`src/rtl/cla_pipe_adder.sv`:
```
// Pipelined carry-lookahead adder/subtractor with valid/ready handshake.
// Each pipeline stage resolves NG/STAGES consecutive GROUP-bit lookahead
// groups, LSB first, rippling group carries within the stage and registering
// the carry into the next stage.
// Optional feature: define CLA_PIPE_SAT_EN to saturate the final sum on signed
// overflow (ovf and cout still report the unsaturated result).
module cla_pipe_adder #(
  parameter int unsigned WIDTH  = 16,
  parameter int unsigned GROUP  = 4,
  parameter int unsigned STAGES = 2
) (
  input  logic             clk,
  input  logic             rst_n,
  input  logic             in_valid,
  output logic             in_ready,
  input  logic [WIDTH-1:0] a,
  input  logic [WIDTH-1:0] b,
  input  logic             cin,
  input  logic             sub,
  output logic             out_valid,
  input  logic             out_ready,
  output logic [WIDTH-1:0] sum,
  output logic             cout,
  output logic             ovf
);

  localparam int unsigned NG  = WIDTH / GROUP;
  localparam int unsigned GPS = NG / STAGES;
  localparam int unsigned SB  = GPS * GROUP;

  // One lookahead group: returns {carry_out, sum}. Each carry is a flat
  // sum-of-products of generate/propagate terms and the group carry-in.
  function automatic logic [GROUP:0] cla_group(input logic [GROUP-1:0] ga,
                                               input logic [GROUP-1:0] gb,
                                               input logic             c0);
    logic [GROUP-1:0] g;
    logic [GROUP-1:0] p;
    logic [GROUP:0]   c;
    logic             pp;
    logic             cc;
    g    = ga & gb;
    p    = ga ^ gb;
    c    = '0;
    c[0] = c0;
    for (int i = 0; i < int'(GROUP); i++) begin
      cc = 1'b0;
      pp = 1'b1;
      for (int j = i; j >= 0; j--) begin
        cc = cc | (g[j] & pp);
        pp = pp & p[j];
      end
      c[i+1] = cc | (pp & c0);
    end
    return {c[GROUP], p ^ c[GROUP-1:0]};
  endfunction

  logic [STAGES-1:0] v;
  logic [STAGES-1:0] adv;

  // A stage advances when empty or when its successor advances.
  always_comb begin
    logic nxt;
    adv = '0;
    nxt = out_ready;
    for (int k = int'(STAGES) - 1; k >= 0; k--) begin
      nxt    = !v[k] || nxt;
      adv[k] = nxt;
    end
  end

  assign in_ready = adv[0];

  for (genvar k = 0; k < STAGES; k++) begin : g_stage
    localparam int unsigned LO = k * SB;
    localparam int unsigned HI = LO + SB;

    // x carries finished sum bits below LO and untouched operand-A bits above.
    logic [WIDTH-1:0]  x_in;
    logic [WIDTH-1:0]  x_d;
    logic [WIDTH-1:0]  x_ld;
    logic [WIDTH-1:0]  x_q;
    logic [WIDTH-1:LO] y_in;
    logic              c_in;
    logic              c_d;
    logic              c_q;
    logic              v_in;
    logic              v_q;

    if (k == 0) begin : g_first
      assign x_in = a;
      assign y_in = b ^ {WIDTH{sub}};
      assign c_in = cin ^ sub;
      assign v_in = in_valid;
    end else begin : g_next
      assign x_in = g_stage[k-1].x_q;
      assign y_in = g_stage[k-1].g_mid.y_q;
      assign c_in = g_stage[k-1].c_q;
      assign v_in = g_stage[k-1].v_q;
    end

    // Resolve this stage's groups, rippling the group carry.
    always_comb begin
      logic [GROUP:0] res;
      logic           c;
      x_d = x_in;
      c   = c_in;
      res = '0;
      for (int g = 0; g < int'(GPS); g++) begin
        res = cla_group(x_in[LO + g*GROUP +: GROUP], y_in[LO + g*GROUP +: GROUP], c);
        x_d[LO + g*GROUP +: GROUP] = res[GROUP-1:0];
        c = res[GROUP];
      end
      c_d = c;
    end

    if (k == STAGES - 1) begin : g_last
      logic ovf_d;
      logic ovf_q;

      assign ovf_d = (x_in[WIDTH-1] == y_in[WIDTH-1]) && (x_d[WIDTH-1] != x_in[WIDTH-1]);

`ifdef CLA_PIPE_SAT_EN
      // Clamp toward the sign of the operands when the signed result overflows.
      always_comb begin
        x_ld = x_d;
        if (ovf_d) begin
          x_ld = x_in[WIDTH-1] ? {1'b1, {(WIDTH-1){1'b0}}} : {1'b0, {(WIDTH-1){1'b1}}};
        end
      end
`else
      assign x_ld = x_d;
`endif

      // Overflow flag register, loaded alongside the final sum.
      always_ff @(posedge clk or negedge rst_n) begin
        if (!rst_n) begin
          ovf_q <= 1'b0;
        end else if (adv[k] && v_in) begin
          ovf_q <= ovf_d;
        end
      end
    end else begin : g_mid
      logic [WIDTH-1:HI] y_q;

      assign x_ld = x_d;

      // Remaining effective-B bits for the later stages.
      always_ff @(posedge clk or negedge rst_n) begin
        if (!rst_n) begin
          y_q <= '0;
        end else if (adv[k] && v_in) begin
          y_q <= y_in[WIDTH-1:HI];
        end
      end
    end

    // Stage valid, partial result and inter-stage carry.
    always_ff @(posedge clk or negedge rst_n) begin
      if (!rst_n) begin
        v_q <= 1'b0;
        x_q <= '0;
        c_q <= 1'b0;
      end else if (adv[k]) begin
        v_q <= v_in;
        if (v_in) begin
          x_q <= x_ld;
          c_q <= c_d;
        end
      end
    end

    assign v[k] = v_q;
  end

  assign out_valid = v[STAGES-1];
  assign sum       = g_stage[STAGES-1].x_q;
  assign cout      = g_stage[STAGES-1].c_q;
  assign ovf       = g_stage[STAGES-1].g_last.ovf_q;

endmodule
```
`config.mk`:
```
export PLATFORM = sky130hd
export DESIGN_NAME = cla_pipe_adder
export DESIGN_NICKNAME = d
export VERILOG_FILES = /design/src/rtl/cla_pipe_adder.sv
export SDC_FILE = /design/constraint.sdc
export NUM_CORES = 1
export LEC_CHECK = 0
export CAP_MARGIN = 20
export CORE_MARGIN = 10
export CORE_UTILIZATION = 28
export CTS_CLUSTER_SIZE = 12
export DETAILED_ROUTE_END_ITERATION = 16
export PLACE_DENSITY_LB_ADDON = 0.1
export REMOVE_ABC_BUFFERS = 1
export SKIP_CTS_REPAIR_TIMING = 1
export SYNTH_ARGS = -nofsm -noshare
export SYNTH_HDL_FRONTEND = slang
export SYNTH_SLANG_ARGS = --single-unit
```
`constraint.sdc`:
```
create_clock -name clk -period 4.4 [get_ports clk]
set_input_delay 0.88 -clock clk [delete_from_list [all_inputs] [get_ports clk]]
set_output_delay 0.88 -clock clk [all_outputs]
set_load 0.02 [all_outputs]
```
==> flow_metrics.py, run 1 <==
metrics = {
    "run_status": {
        "status": "finished clean",
    },
    "synthesis": {
        "ys_warn_count": 0,
        "ys_types": 33,
        "synth_top_area_cell": "dfrtp_1",
        "yosys.cell_count.top_type": "dfrtp_1",
        "ys_seq_elements": 45,
        "async_flop_share_pct": 100.0,
        "synth_area_per_cell_um2": 11.24,
        "syn-cell-area_mm2": 0.002406,
        "synth-seq-area-share_pct": 46.80,
        "synth_area_leaders": "dfrtp_1 (47%), ha_1 (8.3%), mux2_2 (8.0%)",
        "synth_top_area_share_pct": 46.80,
        "synth_commonest_cells": "dfrtp_1 (45), nand2_1 (26), o21ai_0 (20)",
        "synth_flop_cell": "dfrtp_1",
        "syn_inst": 214,
        "synth-edff-count": 0,
    },
    "timing": {
        "fmax_mhz": 320.7,
        "fin_crit_ps": 3118,
        "slew_headroom_pct": 38.10,
        "slew_viol_final": 0,
        "worst_pin_slew_ps": 926.3,
        "hold_viol": 0,
        "post-route-period-util_pct": 70.86,
        "fin_setup_tns_ps": 0,
        "grt_setup_unrepaired": "no",
        "setup_viol": 0,
        "skew_ps": 4.619,
    },
    "placed_design": {
        "hpwl_mm": 4.040,
        "io_buffers": 57,
        "dp.cells": 370,
        "gp_congestion": 0.7246,
    },
    "final_layout": {
        "finish.utilization_pct": 38.53,
        "fin_cells": 379,
        "drive_gt1_share_pct": 11.31,
        "num-nets-final": 331,
        "nFillCells": 852,
        "diodes": 0,
        "syn_to_final_growth_pct": 32.92,
    },
    "floorplan": {
        "num_rows": 33,
        "initial_utilization_pct": 28.99,
        "ios": 58,
        "die_h_um": 112.7,
        "die_x_um": 112.7,
        "fp.coreArea_mm2": 0.008299,
        "dieArea_mm2": 0.01270,
    },
    "detailed_routing": {
        "drtIter0Drc": 52,
        "via_per_inst": 4.420,
        "drc_errors": 0,
        "vias": 1675,
        "first_pass_iters": 4,
        "wl_per_cell_um": 13.59,
        "wl_mm": 5.150,
        "ant_nets": 0,
    },
    "clocking": {
        "htreeDepth": 2,
        "cts_tree": "done",
        "cts-root-buf": "clkbuf_8",
        "cts_max_path_buffers": 2,
        "clock-sinks": 45,
        "clkSlewWorstSetupHoldPaths_ps": 80,
        "cts_made_buffers": 5,
        "clk_latency_ps": 290,
    },
    "job": {
        "maxCapViolCount": 0,
    },
    "global_routing": {
        "grt_start_max_net_pins": 46,
        "grt_pass1_vias": 1753,
        "grt_pass1_wl_mm": 8.618,
        "antenna_found_initial": 0,
        "grt_use_total_pct": 8.189,
        "grt_overflow": 0,
    },
    "worst_setup_path": {
        "crit_type": "input port to flip-flop",
        "slowest_delay_ps": 610,
        "end_kind": "flip-flop",
        "crit_arrival_ps": 3300,
        "cp_max_fo": 13,
        "worstSetupStartpointType": "input port",
        "slowest_stage": "clkdlybuf4s50_1",
        "reg2reg_slack_ps": 2130,
        "cp_data_required_time_ps": 4580,
        "crit_chain": "clkdlybuf4s50_1 -> buf_4 -> xor2_1 -> ha_1 -> o21ai_0 -> nor2_1 -> o41a_1 -> o21a_1 -> o31a_1",
    },
    "min_path": {
        "min-delay-path-class": "flip-flop to flip-flop",
    },
    "power_and_ir_drop": {
        "vdd_drop_max_v": 0.0001411,
        "total_leakage_power_uw": 0.001374,
        "power.density_mw_per_mm2": 458.2,
    },
}
==> cells by family after synthesis <==
group           count (synthesis)  synth area share [%]
buf+inv                        12                 2.340
xor+xnor                       27                 10.61
compound gates                 46                 11.54
mux                            19                 8.840
flops                          45                 46.80
simple gates                   45                 8.216
fa+ha+maj                      20                 11.65
==> cell usage in the layout, fill, tap and decap left out, types with 2 or more instances in the layout <==
cell type        count
clkdlybuf4s50_1     56
dfrtp_1             45
nand2_1             26
o21ai_0             20
mux2_2              17
ha_1                16
xor2_1              15
xnor2_1             11
o21ai_1              9
clkbuf_8             7
nand2b_1             6
nor2_1               5
nor3_1               5
inv_1                4
fa_1                 4
a211oi_1             3
o31ai_1              3
a21oi_1              2
a21o_1               2
buf_4                2
==> sequential cells by signal, summed over array words and instances (netlist names) <==
register           count
g_stage.x_q           16
out_valid              1
cout                   1
g_stage.v_q            1
g_stage.c_q            1
ovf                    1
g_stage.g_mid.y_q      8
sum                   16
==> metal layers <==
layer | routed length [um] | track usage [%]
met1 | 2421 | 10.32
met2 | 2321 | 12.44
met3 | 316 | 2.747
met4 | 91 | 3.553
met5 | 0 | 0
==> worst max-delay path, delay by kind of cell <==
family / cells / cell delay, ps
simple gates: 1 / 80
compound gates: 4 / 940
buf+inv: 2 / 940
fa+ha+maj: 1 / 270
xor+xnor: 1 / 170
==> where the power goes <==
part           total (uW)  switching, uW  internal (uW)
Combinational         595            288            307
Sequential            595           64.6            531
Clock                 276            134            142
==> worst paths after layout <==
path                                               to                     startpoint  depth (start not counted)
max in group asynchronous            cout$_DFFE_PN0P_                          rst_n                          2
setup / recovery           g_stage[0].c_q$_DFFE_PN0P_                            sub                          9
hold / removal                    sum[11]$_DFFE_PN0P_            sum[11]$_DFFE_PN0P_                          2
min in group asynchronous          sum[6]$_DFFE_PN0P_                          rst_n                          1
hold reg to reg                   sum[11]$_DFFE_PN0P_            sum[11]$_DFFE_PN0P_                          2
setup reg to reg                  sum[12]$_DFFE_PN0P_  g_stage[0].x_q[8]$_DFFE_PN0P_                          7
==> area by class of cell <==
| class | count | area, um^2 | area share, % |
|---|---|---|---|
| inverter | 4 | 15.01 | 0.4695 |
| tap | 105 | 131.4 | 4.108 |
| clock inverter | 1 | 5.005 | 0.1565 |
| clock buffer | 7 | 96.34 | 3.013 |
| multi-input combinational | 157 | 1224 | 38.26 |
| sequential | 45 | 1126 | 35.21 |
| timing repair buffer | 60 | 600.6 | 18.78 |
==> through the flow <==
step | total power [uW] | cell area (um^2) | setup WS [ps] | hold slack [ps]
floorplan | 944.2 | 2365 | 1834 | 444.6
global placement | 1209 | 3077 | 1024 | 463.7
detailed placement | 1214 | 3077 | 952.2 | 470.7
CTS | 1499 | 3178 | 1272 | 490.4
global route | 1581 | 3198 | 1088 | 501.8
finish | 1465 | 3198 | 1282 | 480.4
(Power assumes the default switching activity.)
==> run 2, diff against run 1 <==
==> constraint.sdc (replaced) <==
create_clock -name clk -period 2.66 [get_ports clk]
set_input_delay 0.532 -clock clk [delete_from_list [all_inputs] [get_ports clk]]
set_output_delay 0.532 -clock clk [all_outputs]
set_load 0.02 [all_outputs]
==> run 2 against run 1 <==
Compared with the run above:
- non-clock buffer count rose by 12
- sequential share of layout area fell by 1.3 points
- critical path depth fell by 1
- power rose by 73%
- clock-buffer cell count did not move
- combinational power rose by 70%
- final cell count rose by 3.2%
- global-route usage rose by 0.22 points
- register-to-register slack got worse by 1700 ps
- worst hold slack got worse by 310 ps
==> flow_metrics.py, run 2 (synthesis gave the netlist of run 1 again) <==
metrics = {
    "global_routing": {
        "antenna_found_initial": 0,
        "grt_pass1_vias": 1834,
        "met3_usage_pct": 2.641,
        "busiest_layer": "met2",
        "grt_start_max_net_pins": 43,
        "grt_pass1_wl_mm": 8.894,
        "grtUsageMet2_pct": 13.21,
        "use_met1_pct": 10.49,
        "grt_use_total_pct": 8.410,
        "grt_overflow": 0,
    },
    "placed_design": {
        "hpwl_mm": 4.028,
        "io_buffers": 57,
        "place_ws_ps": -190.3,
        "gp_congestion": 0.7276,
    },
    "power_and_ir_drop": {
        "pwr-share-seq_pct": 38.9,
        "intPower_uw": 1718,
        "vdd_drop_max_v": 0.0002160,
        "power.density_mw_per_mm2": 762.0,
        "total_leakage_power_uw": 0.001451,
        "p_clk_share_pct": 21.0,
        "power_switching_uw": 810.1,
        "combinationalPowerShare_pct": 40.1,
        "p_sw_share_pct": 32.04,
        "power_uw": 2528,
    },
    "worst_setup_path": {
        "cp_data_required_time_ps": 2850,
        "end_kind": "flip-flop",
        "cp_max_fo": 3,
        "crit_type": "input port to flip-flop",
        "crit_arrival_ps": 2590,
        "reg2reg_slack_ps": 400,
        "worstSetupStartpointType": "input port",
        "reg2reg_from": "g_stage[0].x_q[8]$_DFFE_PN0P_",
        "rr_worst_depth": 7,
        "r2r-end": "sum[12]$_DFFE_PN0P_",
    },
    "clocking": {
        "cts_max_path_buffers": 2,
        "clk_latency_ps": 290,
        "cts_tree": "done",
        "htreeDepth": 2,
        "clock-sinks": 45,
        "cts-root-buf": "clkbuf_8",
        "cts_made_buffers": 5,
        "clkSlewWorstSetupHoldPaths_ps": 90,
    },
    "floorplan": {
        "dieArea_mm2": 0.01270,
        "die_x_um": 112.7,
        "fp.coreArea_mm2": 0.008299,
        "die_h_um": 112.7,
        "ios": 58,
        "initial_utilization_pct": 28.99,
        "num_rows": 33,
    },
    "timing": {
        "fin_crit_ps": 2403,
        "post-route-period-util_pct": 90.36,
        "hold_viol": 0,
        "fmax_mhz": 416.1,
        "skew_ps": 9.237,
        "worst_slack_ps": 256.5,
        "grt_setup_unrepaired": "no",
        "slew_viol_final": 0,
        "setup_viol": 0,
        "worst_pin_slew_ps": 435.6,
        "slew_headroom_pct": 70.58,
    },
    "final_layout": {
        "syn_to_final_growth_pct": 37.91,
        "final_common_cell": "clkdlybuf4s50_1",
        "layout_common_cells": "clkdlybuf4s50_1 (55), dfrtp_1 (45), nand2_1 (26)",
        "drive_gt1_share_pct": 14.69,
        "diodes": 0,
        "num-nets-final": 343,
    },
    "detailed_routing": {
        "ant_nets": 0,
        "wl_per_cell_um": 13.32,
        "drtIter0Drc": 69,
        "vias": 1700,
        "wl_mm": 5.208,
        "first_pass_iters": 4,
        "via_per_inst": 4.348,
        "drc_errors": 0,
    },
    "min_path": {
        "min-delay-path-class": "input port to async pin",
    },
    "run_status": {
        "status": "finished clean",
    },
    "job": {
        "maxCapViolCount": 0,
    },
}
-- run 2: cell type report --
class / count / area (um^2)
multi-input combinational: 157 / 1224
clock inverter: 1 / 30.03
inverter: 4 / 15.01
fill: 830 / 4981
tap: 105 / 131.4
clock buffer: 7 / 86.33
timing repair buffer: 72 / 705.7
sequential: 45 / 1126
-- run 2: how the worst max path moves through the flow --
| stage | start | to | depth (start not counted) |
|---|---|---|---|
| final | b[1] | g_stage[0].c_q$_DFFE_PN0P_ | 8 |
| after global placement | sub | g_stage[0].c_q$_DFFE_PN0P_ | 8 |
| after detailed placement | sub | g_stage[0].c_q$_DFFE_PN0P_ | 8 |
| after CTS | sub | g_stage[0].c_q$_DFFE_PN0P_ | 8 |
| after global routing | b[1] | g_stage[0].c_q$_DFFE_PN0P_ | 8 |
| after floorplan | sub | g_stage[0].c_q$_DFFE_PN0P_ | 7 |
-- run 2: metrics by stage --
step / utilization [%] / setup TNS (ps) / area [um^2] / hold WS, ps / cells
2_1_floorplan: - / 0 / 2365 / 236.4 / 206
3_3_place_gp: 38.46 / -459.9 / 3192 / 459.5 / 382
3_5_place_dp: 38.46 / -581.6 / 3192 / 466.4 / 382
4_1_cts: 39.86 / 0 / 3308 / 168.9 / 390
5_1_grt: 39.98 / 0 / 3318 / 186.9 / 391
6_report: 39.98 / 0 / 3318 / 168.8 / 391
-- run 2: power by group through the flow --
stage / sequential [uW] / combinational [uW] / clock, uW
after floorplan: 1130 / 428 / 0
after global placement: 998 / 1030 / 0
after detailed placement: 1000 / 1030 / 0
after CTS: 990 / 1040 / 561
after global routing: 1020 / 1130 / 583
final: 984 / 1010 / 531
-- run 2: layer usage --
metal | up-vias | wire length, um
li1 | 884 | -
met1 | 771 | 2413
met2 | 40 | 2399
met3 | 5 | 315
met4 | 0 | 79
met5 | - | 0
-- run 2: critical path: stages --
cell and delay [ps]:
clkdlybuf4s50_1 470, xor2_1 140, ha_1 260, a211oi_1 240
nor2_1 110, o41a_1 420, o21a_1 200, o31a_1 230
